$ cat src/rtl/demux_pkg.sv
// Shared types and constants for the 1-to-4 handshake write router.
package demux_pkg;

    localparam int DATA_W = 32;
    localparam int SEL_W  = 2;
    localparam int N_TGT  = 4;

    typedef enum logic {
        IDLE = 1'b0,
        HOLD = 1'b1
    } state_t;

    function automatic logic [N_TGT-1:0] onehot4(input logic [SEL_W-1:0] sel);
        logic [N_TGT-1:0] v;
        case (sel)
            2'd0:    v = 4'b0001;
            2'd1:    v = 4'b0010;
            2'd2:    v = 4'b0100;
            2'd3:    v = 4'b1000;
            default: v = 4'b0000;
        endcase
        return v;
    endfunction

endpackage

$ cat src/rtl/demux4x32_hs_timer.sv
// Wait timer for a held word: counts cycles without ready, flags the last allowed cycle.
module hs_timer #(
    parameter int TIMEOUT = 16
) (
    input  logic clk,
    input  logic rst_n,
    input  logic clear,
    input  logic en,
    output logic hit
);

    localparam int TW = (TIMEOUT < 1) ? 1 : $clog2(TIMEOUT + 1);
    localparam logic [TW-1:0] ONE = TW'(1);

    logic [TW-1:0] r_cnt;

    // Wait counter: clear takes priority over counting.
    always_ff @(posedge clk or negedge rst_n) begin
        if (!rst_n) begin
            r_cnt <= '0;
        end else if (clear) begin
            r_cnt <= '0;
        end else if (en) begin
            r_cnt <= r_cnt + ONE;
        end else begin
            r_cnt <= r_cnt;
        end
    end

    generate
        if (TIMEOUT == 0) begin : g_no_timeout
            assign hit = 1'b0;
        end else begin : g_timeout
            localparam logic [TW-1:0] LAST = TW'(TIMEOUT - 1);
            assign hit = (r_cnt == LAST);
        end
    endgenerate

endmodule

$ cat src/rtl/demux4x32_hs.sv
// Registered 1-to-4 router for 32-bit words with valid/ready handshakes,
// per-word timeout drop and a wrapping completed-transfer counter.
module demux4x32_hs
    import demux_pkg::*;
#(
    parameter int TIMEOUT = 16,
    parameter int CNT_W   = 16
) (
    input  logic              clk,
    input  logic              rst_n,
    input  logic              in_valid,
    output logic              in_ready,
    input  logic [31:0]       in_data,
    input  logic [1:0]        in_sel,
    output logic [3:0]        out_valid,
    input  logic [3:0]        out_ready,
    output logic [31:0]       out_data,
    output logic              err,
    output logic [1:0]        err_sel,
    output logic [CNT_W-1:0]  xfer_cnt
);

    state_t             r_state;
    state_t             w_state_nxt;
    logic [DATA_W-1:0]  r_data;
    logic [SEL_W-1:0]   r_sel;
    logic               r_err;
    logic [SEL_W-1:0]   r_err_sel;
    logic [CNT_W-1:0]   r_xfer_cnt;

    logic w_tgt_ready;
    logic w_up_xfer;
    logic w_dn_xfer;
    logic w_drop;
    logic w_hit;
    logic w_tmr_en;
    logic w_tmr_clear;

    assign w_tgt_ready = out_ready[r_sel];

    // Next state and handshake decode; ready from the target beats the timeout.
    always_comb begin
        w_state_nxt = r_state;
        in_ready    = 1'b0;
        w_dn_xfer   = 1'b0;
        w_drop      = 1'b0;
        w_tmr_en    = 1'b0;
        case (r_state)
            IDLE: begin
                in_ready = rst_n;
                if (in_valid) begin
                    w_state_nxt = HOLD;
                end else begin
                    w_state_nxt = IDLE;
                end
            end
            HOLD: begin
                in_ready = rst_n & w_tgt_ready;
                if (w_tgt_ready) begin
                    w_dn_xfer   = 1'b1;
                    w_state_nxt = in_valid ? HOLD : IDLE;
                end else if (w_hit) begin
                    w_drop      = 1'b1;
                    w_state_nxt = IDLE;
                end else begin
                    w_tmr_en    = 1'b1;
                    w_state_nxt = HOLD;
                end
            end
            default: begin
                w_state_nxt = IDLE;
            end
        endcase
    end

    assign w_up_xfer   = in_valid & in_ready;
    assign w_tmr_clear = w_up_xfer | (r_state == IDLE);

    hs_timer #(
        .TIMEOUT (TIMEOUT)
    ) u_timer (
        .clk   (clk),
        .rst_n (rst_n),
        .clear (w_tmr_clear),
        .en    (w_tmr_en),
        .hit   (w_hit)
    );

    // State register.
    always_ff @(posedge clk or negedge rst_n) begin
        if (!rst_n) begin
            r_state <= IDLE;
        end else begin
            r_state <= w_state_nxt;
        end
    end

    // Held word and target; only reloaded on an upstream transfer.
    always_ff @(posedge clk or negedge rst_n) begin
        if (!rst_n) begin
            r_data <= '0;
            r_sel  <= '0;
        end else if (w_up_xfer) begin
            r_data <= in_data;
            r_sel  <= in_sel;
        end else begin
            r_data <= r_data;
            r_sel  <= r_sel;
        end
    end

    // Drop pulse and the target it belonged to.
    always_ff @(posedge clk or negedge rst_n) begin
        if (!rst_n) begin
            r_err     <= 1'b0;
            r_err_sel <= '0;
        end else begin
            r_err <= w_drop;
            if (w_drop) begin
                r_err_sel <= r_sel;
            end else begin
                r_err_sel <= r_err_sel;
            end
        end
    end

    // Completed downstream transfers, wrapping.
    always_ff @(posedge clk or negedge rst_n) begin
        if (!rst_n) begin
            r_xfer_cnt <= '0;
        end else if (w_dn_xfer) begin
            r_xfer_cnt <= r_xfer_cnt + CNT_W'(1);
        end else begin
            r_xfer_cnt <= r_xfer_cnt;
        end
    end

    assign out_valid = (r_state == HOLD) ? onehot4(r_sel) : 4'b0000;
    assign out_data  = r_data;
    assign err       = r_err;
    assign err_sel   = r_err_sel;
    assign xfer_cnt  = r_xfer_cnt;

endmodule

$ cat config.mk
export PLATFORM = sky130hd
export DESIGN_NAME = demux4x32_hs
export DESIGN_NICKNAME = d
export VERILOG_FILES = /design/src/rtl/demux_pkg.sv /design/src/rtl/demux4x32_hs_timer.sv /design/src/rtl/demux4x32_hs.sv
export SDC_FILE = /design/constraint.sdc
export NUM_CORES = 1
export LEC_CHECK = 0
export CORE_ASPECT_RATIO = 1.2
export CORE_MARGIN = 2
export CORE_UTILIZATION = 48
export DETAILED_ROUTE_END_ITERATION = 8
export PLACE_DENSITY = 0.84
export SYNTH_ARGS = -nofsm -noshare
export SYNTH_HDL_FRONTEND = slang
export SYNTH_HIERARCHICAL = 1
export SYNTH_SLANG_ARGS = --single-unit
export TNS_END_PERCENT = 1
$ cat constraint.sdc
create_clock -name clk -period 3.7 [get_ports clk]
set_clock_uncertainty 0.1 [all_clocks]
set_input_delay 0.74 -clock clk [delete_from_list [all_inputs] [get_ports clk]]
set_output_delay 0.74 -clock clk [all_outputs]
set_load 0.03 [all_outputs]
== After elaboration in Yosys (flattened, before gate mapping) ==
Index checks and enable logic that the tools add are counted.

* Word-level logic and storage cells: 38
* Output and inout port bits: 56
* Register bits: 59
* Bits of input ports: 41

* Mux-type cells: 18
* $lt $le $gt $ge: 1
* Eq/ne operators: 4
* Reductions and logical operators: 2
* Bitwise logic cells: 4
* $add $sub $neg: 2

{| class="wikitable"
|+ Operators with widths
! kind !! count
|-
| $add A16 B1 Y16 const B || 1
|-
| $pmux W4 S4 || 1
|-
| $mux W1 || 11
|-
| $mux W5 || 2
|-
| $add A5 B1 Y5 const B || 1
|-
| $eq A5 B4 Y1 const B || 1
|-
| $eq A2 B2 Y1 const B || 2
|-
| $mux W4 || 1
|-
| $pmux W1 S2 || 2
|-
| $lt A2 B3 Y1 const B || 1
|-
| $and A1 B1 Y1 || 2
|-
| $bmux W1 S2 || 1
|-
| $eq A2 B1 Y1 const B || 1
|-
| $logic_not A2 Y1 || 1
|-
| $reduce_bool A2 Y1 || 1
|-
| $not A1 Y1 || 1
|-
| $or A1 B1 Y1 || 1
|}

== Logic depth before layout (Yosys ltp) ==
Gate-level depths: netlist of the first run.

* Depth after elaboration: 7
* Mapped depth: 8
* Depth with buffers taken out: 6

== Cells and area by module ==
The synthesis of the first run kept the hierarchy.

{| class="wikitable"
|+ By module, submodules not included
! module !! instances !! area an instance (um^2) !! cells an instance
|-
| demux4x32_hs || 1 || 2372.3 || 161
|-
| hs_timer || 1 || 270.3 || 23
|}

== Worst setup path after synthesis of the first run ==
Ideal clock, no wire load.

* Path type: input to output
* Start: in out_ready[2]
* End: out in_ready
* Required time: 2.860 ns
* Stages: 3
* Data arrival time: 1.414 ns
* Path slack: 1.446 ns
* Cells stage by stage: mux2i_1 -> a22oi_4 -> and2_1

* Word-level cells in the longest chain between the ends: 4

{| class="wikitable"
|+ Ends and longest elaborated chain
! what !! line !! source
|-
| start: declaration || demux4x32_hs.sv:16 || <nowiki>input logic [3:0] out_ready,</nowiki>
|-
| $bmux W1 S2 || demux4x32_hs.sv:39 || <nowiki>assign w_tgt_ready = out_ready[r_sel];</nowiki>
|-
| $mux W1 (not written as such) || demux4x32_hs.sv:39 ||
|-
| $and A1 B1 Y1 || demux4x32_hs.sv:58 || <nowiki>in_ready = rst_n & w_tgt_ready;</nowiki>
|-
| $pmux W1 S2 || demux4x32_hs.sv:48 || <nowiki>case (r_state)</nowiki>
|-
| end: declaration || demux4x32_hs.sv:12 || <nowiki>output logic in_ready,</nowiki>
|}

No other way between the ends. The select of a mux whose other input is x is not followed.

== Worst setup path in the final report of the first run ==
* Start: in out_ready[3]
* End: out in_ready

The elaborated chain is that of the path after synthesis.

==> results summary, run 1 <==
The post-placement setup slack is roughly 400 ps. The global placer's final weighted congestion came out at a little over 0.7. For this design, the sink count on the clock tree is approximately 60. After synthesis, flip-flops and latches occupy between 50% and 60% of the total area.

The number of distinct standard cells referenced by the synthesized netlist came out at 33. The share of the synthesized area in the top cell type is ~56%. The number of flops mapped to enable cells by yosys is 0. The I/O pin count came out at just under 100.

The commonest register cell after synthesis is sky130_fd_sc_hd__dfrtp_1. The number of diodes added for antenna fixing is 0. The number of antenna violations at the first check in global routing is 0.

The layout overhead on the synthesized area is 43.2%. The class of the tightest hold or removal check is reg2reg. The total negative slack is 0 ps. The number of global-route vias before repair is 1904. The via count normalized by instance count came out at roughly 5.2. The die is around 85 um tall. The overall die area came out at slightly above 0.006 mm^2. The clock period minus worst slack came out at 3290 ps. The internal power contribution came out at 1940 uW. The count of filler cells inserted in the layout is approximately 390. The core region is approximately 0.0053 mm^2.

The fmax came out at roughly 300 MHz. In this design, the stage delay of the slowest critical-path cell is 660 ps. The post-CTS setup repair buffer count came out at 0. The routed wire length per instance is between 15 and 20 um. Clock-pin slew was measured on the worst setup and hold paths at 60 ps.

Sequential cells account for approximately 34% of the total power. The average cell area after synthesis came out at roughly 14 um^2. The clock network fraction of design power came out at between 10% and 20%. The most numerous cell on the critical path is sky130_fd_sc_hd__clkdlybuf4s50_1. The total power density per cell area came out at between 800 and 900 mW/mm^2.

The proportion of synthesized flip-flops having asynchronous set or reset is between 90% and 100%. The final worst slack is between 400 and 500 ps. TritonCTS created 9 clock buffers.

The nature of the critical path startpoint is a primary input. The switching part of the total came out at roughly two fifths. CTS placed an instance of sky130_fd_sc_hd__clkbuf_8 at the clock tree root. Global routing used between 10% and 20% of the available tracks. Traced cell by cell, the critical path runs through clkdlybuf4s50_1 -> mux2i_2 -> a22oi_4 -> and2_1 -> clkdlybuf4s50_1.

Port buffering added 96 buffers. Sorting the synthesized cells by area gives the leading types as sky130_fd_sc_hd__dfrtp_1 56%, sky130_fd_sc_hd__mux2_4 17%, sky130_fd_sc_hd__mux2_2 3.0%, sky130_fd_sc_hd__xor2_1 3.0%, sky130_fd_sc_hd__buf_6 2.6%. The maximum level of the CTS H-tree came out at 3. The combinational group share of total power came out at around half. The clock insertion delay at the later pin of the skew report is ~330 ps. The total DRC errors in the routed layout is 0.

The number of max-cap violations is 0. The required time at the endpoint of the critical path is approximately 2900 ps. The maximum fanout count along the critical path came out at 5. The synthesis-stage register bit count came out at about 60.

The switching power came out at 1270 uW. The final net count is 331. The transition at the pin with the smallest max-transition slack is ~720 ps. The wire length of the first global-routing pass is 8920 um. The post-route clock period utilization is 88.9%. The leakage dissipation came out at between 0.0015 and 0.002 uW. The post-route worst hold slack is just under 400 ps.

The count of standard-cell rows is 29. The number of pins with negative max-slew slack in the final report came to 0. The worst-case clock buffer depth came out at 2. Synthesis produced roughly 180 cells. Once detail routing completed, the nets flagged for antenna violations numbered 0. The flow ran to the end, and the final reports show no timing, DRC or antenna violations.

Among all cell types in the netlist, the one instantiated most often is sky130_fd_sc_hd__dfrtp_1. The number of warnings reported in the yosys synthesis log came out at 6. The horizontal die dimension is a little over 70 um. The number of endpoints failing setup at the final stage came out at 0.

At the worst endpoint, the arrival time is approximately 2500 ps. The largest net degree at the start of global routing came out at 60. For this configuration, the core starts out at a cell density of between 40% and 50%. The worst-case headroom to the max-slew limit is 51.8%. The overflow left after global routing is 0. The final route contains roughly 1800 vias. The final wirelength is about 5500 um. The worst setup path category is in2out. The maximum ir drop on the vdd rail is around 0.6 mV. The biggest area contributor in the post-synthesis netlist is sky130_fd_sc_hd__dfrtp_1. In the final layout, the share of cells above drive strength 1 is about a fifth. The number of nets in the synthesized netlist is ~230. Setup repair after global routing left no endpoint under its margin. The worst setup path is captured at an output port. The number of hold-slack violations in the final timing report came to 0. The number of DRC markers after the initial detailed-route iteration is approximately 110.

The CTS tree is yes. The HPWL after detailed placement is approximately 3900 um. The number of gates given a new drive strength after cts is 0.

The slowest stage of the critical path belongs to the cell sky130_fd_sc_hd__clkdlybuf4s50_1. The post-synthesis instance area is 0.00264 mm^2. The commonest cells after synthesis are 59 x sky130_fd_sc_hd__dfrtp_1, 30 x sky130_fd_sc_hd__mux2_4, 11 x sky130_fd_sc_hd__nand2_1, 9 x sky130_fd_sc_hd__nor2_1, 9 x sky130_fd_sc_hd__xor2_1.

The length of the first detailed-routing pass in iterations came out at 4. The number of hold-repair buffers added at the cts stage is 0.
[power by group through the flow]
stage / sequential [uW] / clock, uW / combinational, uW
finish: 1090 / 482 / 1640
global route: 1120 / 530 / 1720
CTS: 1090 / 497 / 1660
detailed placement: 1090 / 0 / 1650
global placement: 1080 / 0 / 1620
floorplan: 1490 / 0 / 645
[final cells by class]
cell class	instances	area [um^2]	area share, %
flip-flops and latches	59	1480	39.0
multi-input cells	116	1090	28.7
repair buffers	98	971	25.7
clock buffers	12	145	3.84
well taps	62	77.6	2.05
clock inverters	3	15.0	0.397
inverters	3	11.3	0.298
[final timing paths]
| kind | startpoint | end | slack, ps | cells past startpoint |
|---|---|---|---|---|
| min in group asynchronous | rst_n | xfer_cnt[6]$_DFFE_PN0P_ | 530 | 2 |
| min | xfer_cnt[15]$_DFFE_PN0P_ | xfer_cnt[15]$_DFFE_PN0P_ | 390 | 1 |
| max | out_ready[3] | in_ready | 410 | 5 |
| min reg2reg | xfer_cnt[15]$_DFFE_PN0P_ | xfer_cnt[15]$_DFFE_PN0P_ | 390 | 1 |
| max reg2reg | r_sel[1]$_DFFE_PN0P_ | out_data[8]$_DFFE_PN0P_ | 1330 | 5 |
| max in group asynchronous | rst_n | out_data[13]$_DFFE_PN0P_ | 2480 | 2 |
[cells in the final DEF, fill, tap and decap left out, drive strengths merged, types with 4 or more instances in the layout]
| cell | instances |
|---|---|
| clkdlybuf4s50 | 95 |
| dfrtp | 59 |
| mux2 | 37 |
| clkbuf | 12 |
| nand2 | 11 |
| nor2 | 9 |
| xor2 | 9 |
| xnor2 | 7 |
| nand4 | 7 |
| nor4 | 5 |
| nand3 | 4 |
[through the flow]
step | std cells | utilization, % | power [uW] | cell area [um^2]
after floorplan | 184 | - | 2130 | 2640
after global placement | 338 | 68.4 | 2700 | 3620
after detailed placement | 338 | 68.4 | 2740 | 3620
after CTS | 353 | 71.4 | 3240 | 3780
after global routing | 353 | 71.4 | 3370 | 3780
final | 353 | 71.4 | 3210 | 3780
[registers in the layout, summed over array words and instances, names as in the netlist]
signal / count
r_state: 1
err: 1
out_data: 32
r_sel: 2
xfer_cnt: 16
u_timer/r_cnt: 5
err_sel: 2
[critical path, delay by kind of cell]
kind | cells | cell delay (ps)
AND/OR/NAND/NOR | 1 | 160
buffers and inverters | 2 | 1140
multiplexers | 1 | 110
AO/OA/AOI/OAI | 1 | 300
[per-layer routing]
layer,vias up,GRT usage (%),wire length [um]
li1,850,-,-
met1,896,22.8,2190
met2,75,30.1,2750
met3,6,9.98,490
met4,0,6.17,35
met5,-,0,0
[cells by family (layout without fill, tap and decap cells)]
logic type               count (synthesis)  in the layout  share of synthesized area [%]
flip-flops                              59             59                           55.9
buffers and inverters                    9            116                           2.98
AO/OA/AOI/OAI                            7              7                           2.46
AND/OR/NAND/NOR                         50             50                           10.7
multiplexers                            40             40                           21.3
adder cells (fa/ha/maj)                  3              3                           1.42
XOR/XNOR                                16             16                           5.30
(Power assumes the default switching activity.)
==> run 2, diff against run 1 <==
Settings changed: HOLD_SLACK_MARGIN set to 0.08.
==> results of run 2 <==
Same layout as run 1: the final DEF is identical, and so are final timing and power.
